--- src/rtl/vga_scan_out.sv ---
// VGA scan generator and output stage: timing counters, registered address/sync stage,
// latency-matching delay line and masked colour output. Define TEST_PATTERN_EN for colour bars.
module vga_scan_out #(
  parameter int unsigned H_ACTIVE = 640,
  parameter int unsigned H_FP     = 16,
  parameter int unsigned H_SYNC   = 96,
  parameter int unsigned H_BP     = 48,
  parameter int unsigned V_ACTIVE = 480,
  parameter int unsigned V_FP     = 10,
  parameter int unsigned V_SYNC   = 2,
  parameter int unsigned V_BP     = 33,
  parameter int unsigned SRC_LAT  = 1
) (
  input  logic        clk,
  input  logic        rst,
  input  logic [11:0] pixel_in,
  input  logic [11:0] mask,
  output logic [8:0]  row_addr,
  output logic [9:0]  col_addr,
  output logic        rdn,
  output logic        clk_frame,
  output logic        hs,
  output logic        vs,
  output logic [3:0]  r,
  output logic [3:0]  g,
  output logic [3:0]  b
);

  localparam int unsigned H_TOTAL = H_ACTIVE + H_FP + H_SYNC + H_BP;
  localparam int unsigned V_TOTAL = V_ACTIVE + V_FP + V_SYNC + V_BP;

  localparam logic [9:0] H_ACT   = 10'(H_ACTIVE);
  localparam logic [9:0] H_SYN_S = 10'(H_ACTIVE + H_FP);
  localparam logic [9:0] H_SYN_E = 10'(H_ACTIVE + H_FP + H_SYNC);
  localparam logic [9:0] H_MAX   = 10'(H_TOTAL - 1);
  localparam logic [9:0] V_ACT   = 10'(V_ACTIVE);
  localparam logic [9:0] V_SYN_S = 10'(V_ACTIVE + V_FP);
  localparam logic [9:0] V_SYN_E = 10'(V_ACTIVE + V_FP + V_SYNC);
  localparam logic [9:0] V_MAX   = 10'(V_TOTAL - 1);

  logic [9:0] h_cnt;
  logic [9:0] v_cnt;
  logic       active;
  logic       h_sync;
  logic       v_sync;

  // Index 0 is the address-stage register; higher indices delay it toward the pixel return.
  logic [SRC_LAT:0] rdn_p;
  logic [SRC_LAT:0] hs_p;
  logic [SRC_LAT:0] vs_p;
  logic [11:0]      pix_src;

  always_ff @(posedge clk) begin
    if (rst) begin
      h_cnt <= '0;
      v_cnt <= '0;
    end else if (h_cnt == H_MAX) begin
      h_cnt <= '0;
      v_cnt <= (v_cnt == V_MAX) ? '0 : v_cnt + 10'd1;
    end else begin
      h_cnt <= h_cnt + 10'd1;
    end
  end

  always_comb begin
    active = (h_cnt < H_ACT) && (v_cnt < V_ACT);
    h_sync = (h_cnt >= H_SYN_S) && (h_cnt < H_SYN_E);
    v_sync = (v_cnt >= V_SYN_S) && (v_cnt < V_SYN_E);
  end

  always_ff @(posedge clk) begin
    if (rst) begin
      col_addr  <= '0;
      row_addr  <= '0;
      clk_frame <= 1'b0;
      rdn_p     <= '1;
      hs_p      <= '1;
      vs_p      <= '1;
    end else begin
      col_addr  <= active ? h_cnt : '0;
      row_addr  <= active ? v_cnt[8:0] : '0;
      clk_frame <= (v_cnt >= V_ACT);
      rdn_p[0]  <= ~active;
      hs_p[0]   <= ~h_sync;
      vs_p[0]   <= ~v_sync;
      for (int unsigned i = 1; i <= SRC_LAT; i++) begin
        rdn_p[i] <= rdn_p[i-1];
        hs_p[i]  <= hs_p[i-1];
        vs_p[i]  <= vs_p[i-1];
      end
    end
  end

  assign rdn = rdn_p[0];

`ifdef TEST_PATTERN_EN
  localparam logic [9:0] BAR_W = 10'(H_ACTIVE / 8);

  logic [9:0] col_p [SRC_LAT:0];
  logic [2:0] bar_sel;

  always_ff @(posedge clk) begin
    if (rst) begin
      for (int unsigned i = 0; i <= SRC_LAT; i++) col_p[i] <= '0;
    end else begin
      col_p[0] <= active ? h_cnt : '0;
      for (int unsigned i = 1; i <= SRC_LAT; i++) col_p[i] <= col_p[i-1];
    end
  end

  always_comb begin
    bar_sel = 3'(col_p[SRC_LAT] / BAR_W);
    pix_src = 12'h000;
    case (bar_sel)
      3'd0: pix_src = 12'hFFF;
      3'd1: pix_src = 12'hFF0;
      3'd2: pix_src = 12'h0FF;
      3'd3: pix_src = 12'h0F0;
      3'd4: pix_src = 12'hF0F;
      3'd5: pix_src = 12'hF00;
      3'd6: pix_src = 12'h00F;
      default: pix_src = 12'h000;
    endcase
  end
`else
  assign pix_src = pixel_in;
`endif

  always_ff @(posedge clk) begin
    if (rst) begin
      {r, g, b} <= '0;
      hs        <= 1'b1;
      vs        <= 1'b1;
    end else begin
      {r, g, b} <= rdn_p[SRC_LAT] ? 12'h000 : (pix_src & mask);
      hs        <= hs_p[SRC_LAT];
      vs        <= vs_p[SRC_LAT];
    end
  end

endmodule

--- config.mk ---
export PLATFORM = sky130hd
export DESIGN_NAME = vga_scan_out
export DESIGN_NICKNAME = d
export VERILOG_FILES = /design/src/rtl/vga_scan_out.sv
export SDC_FILE = /design/constraint.sdc
export NUM_CORES = 1
export LEC_CHECK = 0
export ABC_AREA = 1
export BUFFER_PORTS_ARGS = -buffer_cell sky130_fd_sc_hd__clkbuf_2
export CORE_ASPECT_RATIO = 1.2
export CORE_MARGIN = 4
export CORE_UTILIZATION = 55
export CTS_BUF_LIST = sky130_fd_sc_hd__clkbuf_4 sky130_fd_sc_hd__clkbuf_8 sky130_fd_sc_hd__clkbuf_16
export DETAILED_ROUTE_END_ITERATION = 10
export PLACE_DENSITY_LB_ADDON = 0.3
export SLEW_MARGIN = 20
export SYNTH_ARGS = -nofsm -noshare
export SYNTH_HDL_FRONTEND = slang
export SYNTH_SLANG_ARGS = --single-unit
--- constraint.sdc ---
create_clock -name clk -period 2.54 [get_ports clk]
set_input_delay 0.508 -clock clk [delete_from_list [all_inputs] [get_ports clk]]
set_output_delay 0.508 -clock clk [all_outputs]
set_load 0.1 [all_outputs]
# Word level (Yosys, flattened, before mapping)
# Cells that the tools add are included.
[op_classes]
n_lt_le_gt_ge = 7
n_addsub = 2
bitwise_logic = 4
n_reduce_logical = 6
eq_ne = 2
mux = 1
[op_table]
columns = ["cell", "count"]
rows = [
  ["10-bit by 1-bit adder with 10-bit output (second input constant)", 2],
  ["10-bit equality test (second input constant)", 2],
  ["10-bit by 9-bit greater-or-equal comparator with 1-bit output (second input constant)", 2],
  ["10-bit less-than comparator (second input constant)", 2],
  ["10-bit by 9-bit less-than comparator with 1-bit output (second input constant)", 2],
  ["12-bit AND", 1],
  ["10-bit greater-or-equal comparator (second input constant)", 1],
  ["10-bit two-way mux", 1],
  ["2-bit OR reduction", 3],
  ["1-bit logical AND", 3],
  ["1-bit NOT", 3],
]
[word_totals]
ff_bits = 60
inputBits = 26

# Logic depth before layout (Yosys ltp)
# Gate-level depths: netlist (run 1).
[depth]
ltp_word = 4
depth_mapped = 9

# Least setup slack after synthesis (run 1)
# Ideal clock, no wire load.
[synth_timing]
kind = "register -> output"
start = "reg rdn_p[0]"
end = "out rdn"
t_arrival_ns = 0.919
setup_slack_ns = 1.113
path_stages_with_launch = 1
cell_sequence = "dfxtp_1"
[synth_rtl]
columns = ["item", "line", "text"]
rows = [
  ["from (decl)", "48", "logic [SRC_LAT:0] rdn_p;"],
  ["from (signal assigned)", "83", "rdn_p[0] <= ~active;"],
  ["from (signal, indexed assignment)", "87", "rdn_p[i] <= rdn_p[i-1];"],
  ["to (decl)", "20", "output logic rdn,"],
]
# No word-level cell between the ends.

# Worst setup path after layout (run 1)
[layout_timing]
start = "reg h_cnt[0]"
end = "reg v_cnt[4]"
[layout_between]
elab_chain_len = 1
[layout_rtl]
columns = ["item", "line", "text"]
rows = [
  ["from (decl)", "41", "logic [9:0] h_cnt;"],
  ["from (signal assigned)", "61", "h_cnt <= h_cnt + 10'd1;"],
  ["10-bit equality test", "57", "end else if (h_cnt == H_MAX) begin"],
  ["to (signal assigned)", "59", "v_cnt <= (v_cnt == V_MAX) ? '0 : v_cnt + 10'd1;"],
  ["to (decl)", "42", "logic [9:0] v_cnt;"],
]
# Every way passes these cells.
# A chain may end at the register's enable or synchronous reset.

==> results.md, run 1 <==
* Run status: completed
* CP max FO at 11
* Hold buffers post-CTS at 0
* Worst Tran Pin Value at between 0.5 and 0.6 ns
* Most used flip-flop cell after synthesis: dfxtp_1
* Pwr dens at around 710 nW/um^2
* Grt total ovfl at 0
* Largest net degree at the start of global routing at 20
* Vias at about 1900
* H-tree Lvls at 3
* Post-Route WL at between 4000 and 5000 um
* Number of enable flip-flop cells after synthesis at 0
* Post-Route Utilization at 0.705
* Yosys cell types at 30
* HPWL after DPL at between 3000 and 4000 um
* Routed len/inst at about 11 um
* Critical Path Start Type: flop
* Drt pass-1 iters at 4
* Worst-case vdd ir drop at around 460 uV
* Fraction of registers with async set/reset at 0
* Die area at about 5000 um^2
* Top-area cell type share of the netlist area at 0.540
* Die width at ~66 um
* CTS Buf Count at 9
* CTS Sinks at 60
* Synth top area cells: dfxtp_1 (54%), nor2_1 (9.5%), nand2_1 (9.3%)
* Seq cells post-synth at 60
* Leading area contributor after synthesis: dfxtp_1
* Final hold slack at about 0.37 ns
* Syn Inst Count at approximately 280
* Final hold violation count at 0
* Setup tns final at 0 ns
* Total power at ~2000 uW
* Initial DRC Count at 94
* Nets at 370
* Core area at a little under 4000 um^2
* Number of synthesis warnings at 0
* Crit. End Element: flop
* Final Critical Period at about 1.7 ns
* # rows at 25
* Max Transition Viols Final at 0
* DRC at 0
* Detail Route Antenna Nets at 0
* Initial Util at 0.569
* Final setup margin at roughly 0.85 ns
* RSZ-0062 raised after global routing: false
* HP Class: input pin to flop
* Slew headroom at 0.635
* CTS tree: done
* ANT cells at 0
* Setup-failing EPs final at 0
* Vias in the first global route at between 1500 and 2000
* Port-buffer cells at 60
* Total track usage at 0.191
* Placer Congestion at 0.852
* Layout cells sized above 1 at 0.288
* Layout area overhead at 23.9%
* Syn avg cell area at 8.09 um^2
* First-pass GRT wire length at between 7000 and 8000 um
* Initial antenna violation count at 0
* Syn_nets at 306
* Post-cts sizing count at 0
* CTS Buffer Depth at 2
* Worst Clk Skew at 0.00424 ns
* Count leader, synth: dfxtp_1
* Pre-CTS WS at around 0.88 ns
* Skew-Pair Late Insertion Delay at 0.34 ns
* Clk slew on worst S/H paths at approximately 0.07 ns
* Die Ht at roughly 78 um
* F_max at between 500 and 600 MHz
* Critical Path AT at 1.92 ns
* # Max-Cap Violations at 0
* CP required at 2.77 ns
* Post-synth top cells: dfxtp_1 (60), nor2_1 (56), nand2_1 (55)
* Ports at between 60 and 70
* Syn Std Cell Area at ~2200 um^2
* Root Buffer: clkbuf_8
* Via density at 4.76
* Seq/Total Area, Yosys at 0.540
* Tcrit/Tclk final at 0.666
* Kind of critical path: flop to flop
* Post-CTS Repair Setup Buffers at 0
* Leak at 0.00126 uW
[critical path: stages (launching register included)]
cell	delay (ns)
dfxtp_1	0.42
ha_1	0.22
nand2_1	0.09
nor2_2	0.19
nand3_2	0.19
nand2_2	0.25
nand2_2	0.11
nand2_1	0.09
nor2_2	0.03
[through the flow]
| step | std cells | area, um^2 |
|---|---|---|
| after global routing | 398 | 2760 |
| after CTS | 398 | 2760 |
| after detailed placement | 382 | 2540 |
| after floorplan | 275 | 2220 |
| final | 398 | 2760 |
| after global placement | 382 | 2540 |
[layer usage]
| metal | routed length (um) | vias up | GRT usage |
|---|---|---|---|
| li1 | - | 971 | - |
| met5 | 0 | - | 0 |
| met3 | 208 | 12 | 0.0521 |
| met2 | 2380 | 49 | 0.332 |
| met1 | 1740 | 861 | 0.201 |
| met4 | 112 | 0 | 0.112 |
[registers in the layout, indices dropped and copies added (netlist names)]
register,count
b,4
clk_frame,1
col_addr,10
g,4
h_cnt,10
hs,1
hs_p,2
r,4
rdn_p,2
row_addr,9
v_cnt,10
vs,1
vs_p,2
[power by group]
part	total (uW)	leakage (uW)	switching (uW)	internal, uW
registers	959	0.000486	6.34	952
logic	108	0.000670	79.8	28.5
clock network	885	0.000103	356	528
total	1950	0.00126	442	1510
[cell type report]
class / instances / area (um^2)
fillers: 324 / 1150
repair buffers: 60 / 300
clock inverters: 3 / 45.0
clock buffers: 13 / 166
multi-input cells: 176 / 855
inverters: 32 / 120
well taps: 54 / 67.6
flip-flops and latches: 60 / 1200
[placed cells by master, fill, tap and decap left out, drive strengths merged]
cell type | netlist | layout
and3 | 1 | 1
inv | 32 | 32
o21ai | 4 | 4
nor4 | 1 | 1
o2111ai | 1 | 1
dfxtp | 60 | 60
a21oi | 8 | 8
nand4 | 4 | 4
nor3 | 5 | 5
or2 | 7 | 7
clkbuf | 2 | 73
clkinvlp | 0 | 2
bufinv | 0 | 1
ha | 5 | 5
nor2 | 61 | 61
nor3b | 1 | 1
xor2 | 3 | 3
nand3 | 13 | 13
nand2 | 60 | 60
o211ai | 1 | 1
o22ai | 1 | 1
[kinds of logic after synthesis]
logic type / count (synthesis) / synth area share
AOI/OAI and AO/OA: 15 / 0.0388
xor gates and xnor gates: 3 / 0.0118
adders and majority gates: 5 / 0.0281
buffers and inverters: 39 / 0.0754
DFF: 60 / 0.540
and+or+nand+nor: 153 / 0.306
[worst paths after layout]
check	slack, ns	endpoint	startpoint	cells after the start
setup / recovery	0.85	v_cnt[4]	h_cnt[0]	8
hold / removal	0.37	b[2]	mask[2]	3
setup reg to reg	0.85	v_cnt[4]	h_cnt[0]	8
hold reg to reg	0.41	hs	hs_p[1]	1
(Power assumes the default switching activity.)
==> run 2, diff against run 1 <==
- CORE_UTILIZATION: 55 -> 46
- clock period: 2.54 -> 1.5 ns (I/O delays scaled with it)
==> results.md, run 2 (synthesis gave the netlist of run 1 again) <==
* Die area at 6010 um^2 (+17%)
* Post-Route WL at 4610 um (+3.9%)
* CP max FO at 2 (-9)
* Area taken by multi-input logic gates at 875 um^2 (+2.3%)
* Nets at 376 (+1.6%)
* Worst Clk Skew at 0.00853 ns (+0.00429 ns)
* Grt total ovfl at 0 (unchanged)
* # Max-Cap Violations at 0 (unchanged)
* Peak per-stage delay on the critical path at 0.45 ns (+0.03 ns)
* Final hold slack at 0.158 ns (-0.210 ns)
* ANT cells at 0 (unchanged)
* DRC at 0 (unchanged)
* Final Critical Period at 1.41 ns
* Run status: completed
* Die Ht at 84.2 um (+8.4%)
* R2R cell count at 8 (unchanged)
* Setup-failing EPs final at 0 (unchanged)
* First-pass GRT wire length at 7790 um (+5.5%)
* Final cell count without fillers at 407 (+2.3%)
* Hold depth at 3 (unchanged)
* Vias at 1886 (-0.37%)
* CTS Buffer Depth at 2 (unchanged)
* F_max at 711 MHz
* Setup tns final at 0 ns (unchanged)
* Commonest non-fill, non-tap cell in the layout: dfxtp_1
* Core area at 4630 um^2 (+18%)
* Worst R2R Start: h_cnt[1]
* Max Transition Viols Final at 0 (unchanged)
* Filler Cell Count at 426 (+31%)
* Vias in the first global route at 1768 (+1.7%)
* Crit. End Element: output pin
* Placer Congestion at 0.882 (+3.5%)
* Slowest CP cell: clkbuf_2
* Post-Route Utilization at 0.621 (-0.0834)
* Clk slew on worst S/H paths at 0.07 ns (about the same)
* Critical Path Start Type: flop
* Total stage count of the critical path at 1 (-7)
* Crit path cell chain: clkbuf_2
* Slew headroom at 0.632 (-0.00270)
* Routed len/inst at 11.3 um (+1.6%)
* Detail Route Antenna Nets at 0 (unchanged)
* Tcrit/Tclk final at 0.938
* Initial DRC Count at 87 (-7.4%)
* HP Class: input pin to flop
* Drt pass-1 iters at 4 (unchanged)
* Final hold violation count at 0 (unchanged)
* CTS Sinks at 60 (unchanged)
* Port-buffer cells at 60 (unchanged)
* Worst Tran Pin Value at 0.555 ns (+0.00407 ns)
* Layout area overhead at 29.3%
* Cell count after placement at 392 (+2.6%)
* Initial Util at 0.480 (-0.0882)
* Root Buffer: clkbuf_8
* RSZ-0062 raised after global routing: false
* Top Registers: col_addr x10, h_cnt x10, v_cnt x10
* Critical hold path startpoint: mask[11]
* Pwr dens at 1200 nW/um^2 (+69%)
* Layout cells sized above 1 at 0.301 (+0.0131)
* Initial antenna violation count at 0 (unchanged)
* CTS Buf Count at 9 (unchanged)
* # rows at 27 (+8.0%)
* Total track usage at 0.166 (-0.0246)
* HPWL after DPL at 3380 um (+3.8%)
* Die width at 71.5 um (+8.2%)
* Largest net degree at the start of global routing at 20 (unchanged)
* Via density at 4.63 (-2.6%)
* Gr busiest metal: met2
* Leak at 0.00131 uW (+4.0%)
* CP required at 1.20 ns (-1.57 ns)
* Worst-case vdd ir drop at 863 uV (+89%)
* Worst Setup SP: rdn_p[0]
* Worst Path Buf+Inv at 1 (+1)
* Reg area at 1200 um^2 (unchanged)
* M3 GR Usage at 0.0635 (+0.0114)
* H-tree Lvls at 3 (unchanged)
* CTS tree: done
* Crit-path leading delay family: buffers and inverters
* Met2 Track Usage GR at 0.286 (-0.0460)
* Critical Path AT at 1.11 ns (-0.81 ns)
* Skew-Pair Late Insertion Delay at 0.34 ns (about the same)
* Met1 usage at 0.177 (-0.0238)
* Ports at 61 (unchanged)
* Most frequent cells in the layout: dfxtp_1 (60), nor2_1 (56), nand2_1 (55), clkbuf_2 (55), inv_1 (31)
* Kind of critical path: flop to output pin
[run 2: changes by cell type in the layout (fill, tap and decap cells not counted), moves of 2 or more]
| cell | previous run | this run |
|---|---|---|
| buf_12 | 0 | 2 |
| buf_4 | 0 | 9 |
| clkbuf_4 | 2 | 0 |
| clkbuf_2 | 60 | 55 |
[run 2: path summary, 6_finish.rpt]
check / endpoint / slack, ns
max: rdn / 0.09
min: r[3] / 0.16
max reg2reg: v_cnt[2] / 0.11
min reg2reg: vs_p[1] / 0.41
[run 2: what timing repair did]
action | 4_1_cts | 5_1_grt
endpoints found under the setup margin | 0 | 14
buffers inserted | 0 | 0
resized for setup | 0 | 4
hold buffers | 0 | 0
[run 2: through the flow]
| stage | setup WS, ns | area, um^2 | total power [uW] |
|---|---|---|---|
| 6_report | 0.0936 | 2880 | 3450 |
| 5_1_grt | 0.0126 | 2880 | 3590 |
| 4_1_cts | 0.0296 | 2860 | 3480 |
| 3_5_place_dp | 0.0542 | 2630 | 1860 |
| 3_3_place_gp | 0.132 | 2630 | 1850 |
| 2_1_floorplan | 0.130 | 2220 | 1790 |
[run 2: metal layers]
metal | wire length [um] | vias up
met4 | 114 | 0
met5 | 0 | -
li1 | - | 987
met3 | 272 | 11
met2 | 2390 | 43
met1 | 1830 | 845
[run 2: cell type report]
type                            count  share of cell area
Clock buffer                       11              0.0527
Sequential cell                    60               0.418
Inverter                           32              0.0418
Timing Repair Buffer               66               0.133
Multi-Input combinational cell    176               0.304
Clock inverter                      4              0.0252
Tap cell                           58              0.0252
[run 2: where the power goes]
group          internal, uW  switching [uW]  leakage [uW]  total [uW]
Combinational          58.6             141      0.000711         200
Clock                  1010             614      0.000111        1630
Sequential             1610            9.24      0.000486        1620
Total                  2680             765       0.00131        3450
